===== src/rtl/xdot_vel_chain_if.sv =====
// Signal bundle between the velocity chain, its link source, the transform-by-vector
// stage and the result consumer. The chain connects through the slave modport.
interface xdot_vel_chain_if #(
  parameter int WIDTH = 32
);
  logic                    start_in;
  logic                    link_valid_in;
  logic                    link_ready_out;
  logic signed [WIDTH-1:0] qd_in;
  logic [3:0]              link_out;

  logic signed [WIDTH-1:0] vec_out_AX;
  logic signed [WIDTH-1:0] vec_out_AY;
  logic signed [WIDTH-1:0] vec_out_AZ;
  logic signed [WIDTH-1:0] vec_out_LX;
  logic signed [WIDTH-1:0] vec_out_LY;
  logic signed [WIDTH-1:0] vec_out_LZ;

  logic signed [WIDTH-1:0] xvec_in_AX;
  logic signed [WIDTH-1:0] xvec_in_AY;
  logic signed [WIDTH-1:0] xvec_in_AZ;
  logic signed [WIDTH-1:0] xvec_in_LX;
  logic signed [WIDTH-1:0] xvec_in_LY;
  logic signed [WIDTH-1:0] xvec_in_LZ;
  logic                    mcross_out;

  logic                    vel_valid_out;
  logic                    vel_ready_in;
  logic signed [WIDTH-1:0] vel_out_AX;
  logic signed [WIDTH-1:0] vel_out_AY;
  logic signed [WIDTH-1:0] vel_out_AZ;
  logic signed [WIDTH-1:0] vel_out_LX;
  logic signed [WIDTH-1:0] vel_out_LY;
  logic signed [WIDTH-1:0] vel_out_LZ;
  logic [3:0]              vel_link_out;

  logic                    busy_out;
  logic                    done_out;

  // Environment side: link source, transform stage and result consumer.
  modport master (
    output start_in, link_valid_in, qd_in,
    output xvec_in_AX, xvec_in_AY, xvec_in_AZ, xvec_in_LX, xvec_in_LY, xvec_in_LZ,
    output vel_ready_in,
    input  link_ready_out, link_out,
    input  vec_out_AX, vec_out_AY, vec_out_AZ, vec_out_LX, vec_out_LY, vec_out_LZ,
    input  mcross_out, vel_valid_out,
    input  vel_out_AX, vel_out_AY, vel_out_AZ, vel_out_LX, vel_out_LY, vel_out_LZ,
    input  vel_link_out, busy_out, done_out
  );

  modport slave (
    input  start_in, link_valid_in, qd_in,
    input  xvec_in_AX, xvec_in_AY, xvec_in_AZ, xvec_in_LX, xvec_in_LY, xvec_in_LZ,
    input  vel_ready_in,
    output link_ready_out, link_out,
    output vec_out_AX, vec_out_AY, vec_out_AZ, vec_out_LX, vec_out_LY, vec_out_LZ,
    output mcross_out, vel_valid_out,
    output vel_out_AX, vel_out_AY, vel_out_AZ, vel_out_LX, vel_out_LY, vel_out_LZ,
    output vel_link_out, busy_out, done_out
  );
endinterface


===== src/rtl/xdot_vel_chain.sv =====
// Forward spatial-velocity chain: each link's velocity is the parent velocity carried
// through that link's transform plus the joint rate on the AZ axis.
module xdot_vel_chain #(
  parameter int WIDTH        = 32,
  parameter int DECIMAL_BITS = 16,
  parameter int NUM_LINKS    = 7
) (
  input  logic            clk,
  input  logic            reset_n,
  xdot_vel_chain_if.slave bus
);

  typedef enum logic [1:0] {IDLE, RUN, DRAIN} state_e;
  typedef logic signed [WIDTH-1:0] word_t;

  localparam int          NC        = 6;
  localparam int          AZ        = 2;
  localparam logic [3:0]  LAST_LINK = 4'(NUM_LINKS - 1);

  generate
    if (DECIMAL_BITS < 0 || DECIMAL_BITS >= WIDTH || NUM_LINKS < 1 || NUM_LINKS > 15) begin : g_bad_params
      $error("xdot_vel_chain: illegal WIDTH/DECIMAL_BITS/NUM_LINKS combination");
    end
  endgenerate

  state_e     state_q, state_d;
  logic [3:0] link_q, link_d;
  logic [3:0] vel_link_q, vel_link_d;
  logic       vel_valid_q, vel_valid_d;
  logic       done_q, done_d;
  word_t      vec_q [NC];
  word_t      vec_d [NC];
  word_t      vel_q [NC];
  word_t      vel_d [NC];
  word_t      xvec  [NC];
  word_t      v_new [NC];

  logic link_ready;
  logic accept;
  logic take;

  assign xvec[0] = bus.xvec_in_AX;
  assign xvec[1] = bus.xvec_in_AY;
  assign xvec[2] = bus.xvec_in_AZ;
  assign xvec[3] = bus.xvec_in_LX;
  assign xvec[4] = bus.xvec_in_LY;
  assign xvec[5] = bus.xvec_in_LZ;

  // Joint rate lands on the angular-Z axis; the sum wraps in WIDTH bits by design.
  always_comb begin
    for (int i = 0; i < NC; i++) begin
      v_new[i] = xvec[i];
    end
    v_new[AZ] = xvec[AZ] + bus.qd_in;
  end

  assign link_ready = (state_q == RUN) && (!vel_valid_q || bus.vel_ready_in);
  assign accept     = bus.link_valid_in && link_ready;
  assign take       = vel_valid_q && bus.vel_ready_in;

  always_comb begin
    state_d     = state_q;
    link_d      = link_q;
    vel_link_d  = vel_link_q;
    vel_valid_d = vel_valid_q;
    done_d      = 1'b0;
    vec_d       = vec_q;
    vel_d       = vel_q;

    unique case (state_q)
      IDLE: begin
        if (bus.start_in) begin
          state_d = RUN;
          link_d  = '0;
          for (int i = 0; i < NC; i++) begin
            vec_d[i] = '0;
          end
        end
      end

      RUN: begin
        if (accept) begin
          vec_d       = v_new;
          vel_d       = v_new;
          vel_valid_d = 1'b1;
          vel_link_d  = link_q;
          // The index parks on the last link so upstream keeps a valid selection.
          if (link_q == LAST_LINK) begin
            state_d = DRAIN;
          end else begin
            link_d = link_q + 4'd1;
          end
        end else if (take) begin
          vel_valid_d = 1'b0;
        end
      end

      DRAIN: begin
        if (take) begin
          vel_valid_d = 1'b0;
          done_d      = 1'b1;
          state_d     = IDLE;
        end
      end

      default: begin
        state_d = IDLE;
      end
    endcase
  end

  always_ff @(posedge clk or negedge reset_n) begin
    if (!reset_n) begin
      state_q     <= IDLE;
      link_q      <= '0;
      vel_link_q  <= '0;
      vel_valid_q <= 1'b0;
      done_q      <= 1'b0;
      for (int i = 0; i < NC; i++) begin
        vec_q[i] <= '0;
        vel_q[i] <= '0;
      end
    end else begin
      state_q     <= state_d;
      link_q      <= link_d;
      vel_link_q  <= vel_link_d;
      vel_valid_q <= vel_valid_d;
      done_q      <= done_d;
      for (int i = 0; i < NC; i++) begin
        vec_q[i] <= vec_d[i];
        vel_q[i] <= vel_d[i];
      end
    end
  end

  assign bus.link_ready_out = link_ready;
  assign bus.link_out       = link_q;
  assign bus.mcross_out     = 1'b0;
  assign bus.vel_valid_out  = vel_valid_q;
  assign bus.vel_link_out   = vel_link_q;
  assign bus.busy_out       = (state_q != IDLE);
  assign bus.done_out       = done_q;

  assign bus.vec_out_AX = vec_q[0];
  assign bus.vec_out_AY = vec_q[1];
  assign bus.vec_out_AZ = vec_q[2];
  assign bus.vec_out_LX = vec_q[3];
  assign bus.vec_out_LY = vec_q[4];
  assign bus.vec_out_LZ = vec_q[5];

  assign bus.vel_out_AX = vel_q[0];
  assign bus.vel_out_AY = vel_q[1];
  assign bus.vel_out_AZ = vel_q[2];
  assign bus.vel_out_LX = vel_q[3];
  assign bus.vel_out_LY = vel_q[4];
  assign bus.vel_out_LZ = vel_q[5];

endmodule


===== src/flat_wrapper.sv =====
// flat-port wrapper written by rule: the top's interface ports become plain ports
module xdot_vel_chain_flat 
#(
  parameter int WIDTH        = 32,
  parameter int DECIMAL_BITS = 16,
  parameter int NUM_LINKS    = 7
)
  (clk, reset_n, bus_start_in, bus_link_valid_in, bus_qd_in, bus_xvec_in_AX, bus_xvec_in_AY, bus_xvec_in_AZ, bus_xvec_in_LX, bus_xvec_in_LY, bus_xvec_in_LZ, bus_vel_ready_in, bus_link_ready_out, bus_link_out, bus_vec_out_AX, bus_vec_out_AY, bus_vec_out_AZ, bus_vec_out_LX, bus_vec_out_LY, bus_vec_out_LZ, bus_mcross_out, bus_vel_valid_out, bus_vel_out_AX, bus_vel_out_AY, bus_vel_out_AZ, bus_vel_out_LX, bus_vel_out_LY, bus_vel_out_LZ, bus_vel_link_out, bus_busy_out, bus_done_out);
  xdot_vel_chain_if #(.WIDTH(WIDTH)) bus_i ();
  input  logic clk;
  input  logic reset_n;
  input wire logic [$bits(bus_i.start_in)-1:0] bus_start_in;
  input wire logic [$bits(bus_i.link_valid_in)-1:0] bus_link_valid_in;
  input wire logic [$bits(bus_i.qd_in)-1:0] bus_qd_in;
  input wire logic [$bits(bus_i.xvec_in_AX)-1:0] bus_xvec_in_AX;
  input wire logic [$bits(bus_i.xvec_in_AY)-1:0] bus_xvec_in_AY;
  input wire logic [$bits(bus_i.xvec_in_AZ)-1:0] bus_xvec_in_AZ;
  input wire logic [$bits(bus_i.xvec_in_LX)-1:0] bus_xvec_in_LX;
  input wire logic [$bits(bus_i.xvec_in_LY)-1:0] bus_xvec_in_LY;
  input wire logic [$bits(bus_i.xvec_in_LZ)-1:0] bus_xvec_in_LZ;
  input wire logic [$bits(bus_i.vel_ready_in)-1:0] bus_vel_ready_in;
  output wire logic [$bits(bus_i.link_ready_out)-1:0] bus_link_ready_out;
  output wire logic [$bits(bus_i.link_out)-1:0] bus_link_out;
  output wire logic [$bits(bus_i.vec_out_AX)-1:0] bus_vec_out_AX;
  output wire logic [$bits(bus_i.vec_out_AY)-1:0] bus_vec_out_AY;
  output wire logic [$bits(bus_i.vec_out_AZ)-1:0] bus_vec_out_AZ;
  output wire logic [$bits(bus_i.vec_out_LX)-1:0] bus_vec_out_LX;
  output wire logic [$bits(bus_i.vec_out_LY)-1:0] bus_vec_out_LY;
  output wire logic [$bits(bus_i.vec_out_LZ)-1:0] bus_vec_out_LZ;
  output wire logic [$bits(bus_i.mcross_out)-1:0] bus_mcross_out;
  output wire logic [$bits(bus_i.vel_valid_out)-1:0] bus_vel_valid_out;
  output wire logic [$bits(bus_i.vel_out_AX)-1:0] bus_vel_out_AX;
  output wire logic [$bits(bus_i.vel_out_AY)-1:0] bus_vel_out_AY;
  output wire logic [$bits(bus_i.vel_out_AZ)-1:0] bus_vel_out_AZ;
  output wire logic [$bits(bus_i.vel_out_LX)-1:0] bus_vel_out_LX;
  output wire logic [$bits(bus_i.vel_out_LY)-1:0] bus_vel_out_LY;
  output wire logic [$bits(bus_i.vel_out_LZ)-1:0] bus_vel_out_LZ;
  output wire logic [$bits(bus_i.vel_link_out)-1:0] bus_vel_link_out;
  output wire logic [$bits(bus_i.busy_out)-1:0] bus_busy_out;
  output wire logic [$bits(bus_i.done_out)-1:0] bus_done_out;
  assign bus_i.start_in = bus_start_in;
  assign bus_i.link_valid_in = bus_link_valid_in;
  assign bus_i.qd_in = bus_qd_in;
  assign bus_i.xvec_in_AX = bus_xvec_in_AX;
  assign bus_i.xvec_in_AY = bus_xvec_in_AY;
  assign bus_i.xvec_in_AZ = bus_xvec_in_AZ;
  assign bus_i.xvec_in_LX = bus_xvec_in_LX;
  assign bus_i.xvec_in_LY = bus_xvec_in_LY;
  assign bus_i.xvec_in_LZ = bus_xvec_in_LZ;
  assign bus_i.vel_ready_in = bus_vel_ready_in;
  assign bus_link_ready_out = bus_i.link_ready_out;
  assign bus_link_out = bus_i.link_out;
  assign bus_vec_out_AX = bus_i.vec_out_AX;
  assign bus_vec_out_AY = bus_i.vec_out_AY;
  assign bus_vec_out_AZ = bus_i.vec_out_AZ;
  assign bus_vec_out_LX = bus_i.vec_out_LX;
  assign bus_vec_out_LY = bus_i.vec_out_LY;
  assign bus_vec_out_LZ = bus_i.vec_out_LZ;
  assign bus_mcross_out = bus_i.mcross_out;
  assign bus_vel_valid_out = bus_i.vel_valid_out;
  assign bus_vel_out_AX = bus_i.vel_out_AX;
  assign bus_vel_out_AY = bus_i.vel_out_AY;
  assign bus_vel_out_AZ = bus_i.vel_out_AZ;
  assign bus_vel_out_LX = bus_i.vel_out_LX;
  assign bus_vel_out_LY = bus_i.vel_out_LY;
  assign bus_vel_out_LZ = bus_i.vel_out_LZ;
  assign bus_vel_link_out = bus_i.vel_link_out;
  assign bus_busy_out = bus_i.busy_out;
  assign bus_done_out = bus_i.done_out;
  xdot_vel_chain #(.WIDTH(WIDTH), .DECIMAL_BITS(DECIMAL_BITS), .NUM_LINKS(NUM_LINKS)) u_core (.clk(clk), .reset_n(reset_n), .bus(bus_i));
endmodule

===== config.mk =====
export PLATFORM = sky130hd
export DESIGN_NAME = xdot_vel_chain_flat
export DESIGN_NICKNAME = d
export VERILOG_FILES = /design/src/rtl/xdot_vel_chain_if.sv /design/src/rtl/xdot_vel_chain.sv /design/src/flat_wrapper.sv
export SDC_FILE = /design/constraint.sdc
export NUM_CORES = 1
export LEC_CHECK = 0
export ABC_AREA = 1
export CAP_MARGIN = 20
export CORE_MARGIN = 1.5
export CORE_UTILIZATION = 30
export CTS_CLUSTER_DIAMETER = 120
export DETAILED_ROUTE_END_ITERATION = 8
export GPL_TIMING_DRIVEN = 0
export HOLD_SLACK_MARGIN = 0.15
export PLACE_DENSITY = 0.66
export SETUP_SLACK_MARGIN = 0.3
export SLEW_MARGIN = 15
export SYNTH_ARGS = -nofsm -noshare
export SYNTH_HDL_FRONTEND = slang
export SYNTH_SLANG_ARGS = --single-unit

===== constraint.sdc =====
create_clock -name clk -period 2.05 [get_ports clk]
set_input_delay 0.41 -clock clk [delete_from_list [all_inputs] [get_ports clk]]
set_output_delay 0.41 -clock clk [all_outputs]
set_load 0.02 [all_outputs]

## Word level (Yosys, flattened, before mapping)

Cells that the tools add are included.

- Add/sub/neg operators: 2
- Equal/unequal tests: 8
- Muxes and demuxes: 17
- Reduce and logical (&&, ||, !) cells: 13

Operators by type and width:

| kind | count |
|---|---|
| 192-bit 2-to-1 mux | 2 |
| 192-bit one-hot mux with 2 select lines | 1 |
| 32-bit adder | 1 |
| 4-bit 2-to-1 mux | 3 |
| 2-bit 2-to-1 mux | 4 |
| 4-bit one-hot mux with 2 select lines | 1 |
| 4-bit AND reduction | 2 |
| 2-bit != test, second input constant | 3 |
| 2-bit one-hot mux with 3 select lines | 1 |
| 2-bit nonzero test | 3 |
| 4-bit by 1-bit adder with 4-bit output, second input constant | 1 |
| 4-bit by 3-bit == test with 1-bit output, second input constant | 1 |
| 1-bit 2-to-1 mux | 4 |
| 2-bit by 1-bit != test with 1-bit output, second input constant | 2 |
| 1-bit logical AND | 3 |
| 3-bit AND reduction | 1 |
| 2-bit by 1-bit == test with 1-bit output, second input constant | 1 |
| 2-bit == test, second input constant | 1 |
| 2-bit logical NOT | 1 |
| 1-bit one-hot mux with 2 select lines | 1 |
| 2-bit AND reduction | 1 |
| 1-bit logical NOT | 1 |
| 1-bit logical OR | 1 |

- Bits in registers: 396
- Input bits: 229
- Output and inout port bits: 397
- Word-level logic and storage cells: 57

## Longest topological paths before layout

- Depth after elaboration: 6
- Depth in mapped cells: 13
- Gate-level depth less buffers: 12

## Least setup slack after synthesis

No wires, ideal clock.

- Path type: reg2reg
- Start point: register u_core.state_q[1]
- End point: register u_core.vec_q, in the netlist u_core.bus.vec_out_AZ[10]
- Setup time: 0.131 ns
- Arrival time: 1.746 ns
- Required time: 1.919 ns
- Path slack: 0.172 ns
- Stages on the path, launching flop included: 14
- Path buffers: 2
- Clock period less this slack: 1.878 ns
- Cell sequence: dfrtp_1 inv_1 ha_1 inv_2 a21oi_2 nand2_2 nor2_4 inv_2 nand2_1 inv_2 buf_6 buf_2 nand2_1 o21ai_1

- Cells in the longest elaborated chain, start to end: 5
- Elaborated cells between the ends (all ways): 9
- Classes of those cells: 3 x eq/ne; 1 x mux; 5 x reduce/logical

Ends and longest elaborated chain:

| element | line | source |
|---|---|---|
| start, declared | xdot_vel_chain.sv:26 | `state_e state_q, state_d;` |
| start signal, assigned | xdot_vel_chain.sv:124 | `state_q <= state_d;` |
| 2-bit by 1-bit == test with 1-bit output | xdot_vel_chain.sv:57 | `assign link_ready = (state_q == RUN) && (!vel_valid_q \|\| bus.vel_ready_in);` |
| 1-bit logical AND | xdot_vel_chain.sv:57 |  |
| net bus_link_ready_out | flat_wrapper.sv:22 | `output wire logic [$bits(bus_i.link_ready_out)-1:0] bus_link_ready_out;` |
| 1-bit logical AND | xdot_vel_chain.sv:58 | `assign accept = bus.link_valid_in && link_ready;` |
| 2-bit by 1-bit != test with 1-bit output (no line) | -- |  |
| 3-bit AND reduction (no line) | -- |  |
| end signal, assigned by index | xdot_vel_chain.sv:130 | `vec_q[i] <= vec_d[i];` |
| end, declared | xdot_vel_chain.sv:31 | `word_t vec_q [NC];` |

The timed path passes the listed nets, and every way through them passes these cells.
A chain may end at the register's enable or synchronous reset.

## Worst setup path after layout

- Start point: register u_core.state_q[1]
- End point: output port bus_link_ready_out

- Cells in the longest elaborated chain, start to end: 2

Ends and longest elaborated chain:

| element | line |
|---|---|
| 2-bit by 1-bit == test with 1-bit output | xdot_vel_chain.sv:57 |
| 1-bit logical AND | xdot_vel_chain.sv:57 |
| end, declared | flat_wrapper.sv:22 |

Every way passes these cells.

==> reports/qor.yml <==
seq_area_frac_synth_pct: 57.2
synth-simple-area-share_pct: 17.7
setup_tns_ns: 0
drive_gt1_share_pct: 19.3
syn_area_mm2: 0.0173
yosysTopAreaCellShare_pct: 57.2
grt_antenna_before_repair: 4
ant_nets: 0
clk_pin_slew_worst_paths_ns: 0.06
maxSlewViolCount: 0
ys_top_cells_by_area: "dfrtp_1 (57%), nand2_1 (14%), inv_1 (6.2%)"
synth_top_area_cell: "dfrtp_1"
fp.dieH_um: 243
peakVddDrop_mv: 0.843
path_class: "reg2out"
synth.most_common_cell: "nand2_1"
finalWorstSetupSlack_ns: 0.0614
p_switching_uw: 18000
slew_headroom_pct: 60.1
power_density_mw_per_mm2: 1500
grt_pass1_wl_mm: 103
area_delta_synth_final_pct: 70.3
async_flop_share_pct: 100
synth_cell_types: 32
grtUsageTotal_pct: 22.8
place_congestion: 0.943
utilization_pct: 52.1
cts-root-buf: "clkbuf_16"
synthMuxAreaShare_pct: 0
drt_iter0_drc: 997
port_buffers: 624
fin_nets: 2998
hold_viol: 0
holdBufCountCts: 4
outcome: "finished, final reports clean"
wl_mm: 71.5
combPwrFrac_pct: 51.3
synth_nets: 2261
fp-row-count: 87
synth_compound_area_share_pct: 12.9
wire_per_inst_um: 20.3
cts.sinks: 396
intPower_uw: 26400
r2r_cells: 15
p_sw_share_pct: 40.5
viasPerCell: 4.75
n_fill_cell: 5019
p_clk_share_pct: 18.7
rsz0062_at_grt: "yes"
core_area_mm2: 0.0567
synth_top_family_by_area: "simple AND/OR/NAND/NOR gates"
overflow: 0
crit_required_ns: 1.64
worstSetupStartpointType: "flop"
fmax_ghz: 0.503
seqPwrFrac_pct: 30.0
seqCellArea_mm2: 0.00991
fin_crit_sh_pct: 97.0
arrival_ns: 1.58
setup.worst_path.end_class: "output pin"
grt_pass1_vias: 17000
yosysWarnings: 0
p_leak_uw: 0.0181
syn_area_per_cell_um2: 8.69
grt_max_degree: 98
h-tree-depth: 2
drtPass1Iterations: 5
dr_total_vias: 16700
start_util_pct: 30.6
instances_no_fill: 3524
dp_slack_ns: -0.922
die_w_um: 243
maxCapViolCount: 0
clock_latency_ns: 0.58
synth_xor_area_share_pct: 0.758
cts_inserted_buffers: 44
finClkSkew_ns: 0.0185
synth-main-ff-cell: "dfrtp_1"
min_path_type: "in2async"
synthTopCellsByCount: "nand2_1 (658), dfrtp_1 (396), inv_1 (284)"
setup_viol: 0
clk_path_buf_depth: 3
multi_input_area_mm2: 0.00692
tightest_slew_ns: 0.599
post-dp-hpwl_mm: 51.7
drc_errors: 0
cts_tree: "built"
ys_ff_latch: 396
die_area_mm2: 0.0592
synth_fa_ha_area_share_pct: 2.71
io_pins: 626
cp_max_fo: 2
synth_edf_count: 0
syn_inst: 1995
power_uw: 44300
period_needed_ns: 1.99
place_inst: 3379
[registers in the layout (all words and copies together), names as in the netlist]
register                  count
u_core.bus.done_out           1
u_core.bus.link_out           4
u_core.bus.vec_out_AX        32
u_core.bus.vec_out_AY        32
u_core.bus.vec_out_AZ        32
u_core.bus.vec_out_LX        32
u_core.bus.vec_out_LY        32
u_core.bus.vec_out_LZ        32
u_core.bus.vel_link_out       4
u_core.bus.vel_out_AX        32
u_core.bus.vel_out_AY        32
u_core.bus.vel_out_AZ        32
u_core.bus.vel_out_LX        32
u_core.bus.vel_out_LY        32
u_core.bus.vel_out_LZ        32
u_core.bus.vel_valid_out      1
u_core.state_q                2
[power groups by stage]
stage | Combinational (uW) | Sequential (uW) | Clock, uW
after floorplan | 5330 | 17100 | 0
after global placement | 19500 | 13200 | 0
after detailed placement | 19800 | 13300 | 0
after CTS | 21800 | 13300 | 8420
after global routing | 24100 | 13700 | 8740
final | 22700 | 13300 | 8270
[path summary, 6_finish.rpt]
kind                                           startpoint                        end  slack, ns
min in group clk                       bus_xvec_in_AY[17]  u_core.bus.vec_out_AY[17]       0.39
worst max register to register          u_core.state_q[1]  u_core.bus.vec_out_AY[29]       0.07
worst min register to register  u_core.bus.vec_out_LZ[23]  u_core.bus.vec_out_LZ[23]       0.48
max in group asynchronous                         reset_n     u_core.bus.link_out[2]       0.56
worst min-delay path                              reset_n  u_core.bus.vel_out_AY[20]       0.12
worst max-delay path                    u_core.state_q[1]         bus_link_ready_out       0.06
[stage by stage]
stage               hold slack [ns]  instance area (um2)
global route                  0.139                29500
finish                        0.122                29500
CTS                           0.100                27700
detailed placement            0.263                24700
floorplan                     0.114                17400
global placement              0.466                24600
[layer usage]
layer	track usage [%]	vias to the layer above	share of wire, %
li1	-	7761	-
met1	27.7	8259	40
met2	39.9	562	51
met3	4.12	144	5.6
met4	8.84	2	3.8
met5	0	-	0.018
[layout make-up]
cell class                      instances  area share (%)
Clock inverter                         13           0.767
Tap cell                              756            3.20
Multi-Input combinational cell       1226            23.4
Antenna cell                            3          0.0254
Timing Repair Buffer                  691            27.6
Clock buffer                           66            4.31
Inverter                              287            3.71
Sequential cell                       396            33.6
Buffer                                 86            3.38
[cell families after synthesis]
family | after synthesis
compound gates | 389
xor+xnor | 15
fa+ha+maj | 37
buf+inv | 373
flops | 396
other cells | 1
simple gates | 784
[repair_timing]
item,in CTS,in global routing
setup endpoints to repair,789,760
gates resized for setup,432,482
setup buffers,24,8
pin swaps,21,14
endpoints found under the hold margin,113,31
gates cloned,12,15
[critical path, cell delays in order (launching register included)]
cell,delay [ns]
dfrtp_1,0.41
inv_2,0.10
ha_4,0.16
inv_4,0.04
a21oi_4,0.15
buf_6,0.16
[placed cells by master, fill, tap and decap left out, drive strengths merged, types with 3 or more instances in the layout]
cell type      netlist  final
nand2              659    659
dfrtp              396    396
o21ai              357    357
dlymetal6s2s         0    302
inv                287    290
clkdlybuf4s50        0    251
clkbuf              50    126
buf                 36    100
nand3               69     69
nor2                43     43
ha                  36     36
dlygate4sd2          0     35
clkdlybuf4s15        0     29
a21oi               26     26
xnor2               12     12
bufinv               0      5
clkinv               0      5
nand3b               4      4
diode                0      3
nand4                3      3
o21bai               3      3
nor3                 3      3
xor2                 3      3
Note: power is estimated with default switching activity, not from simulation.
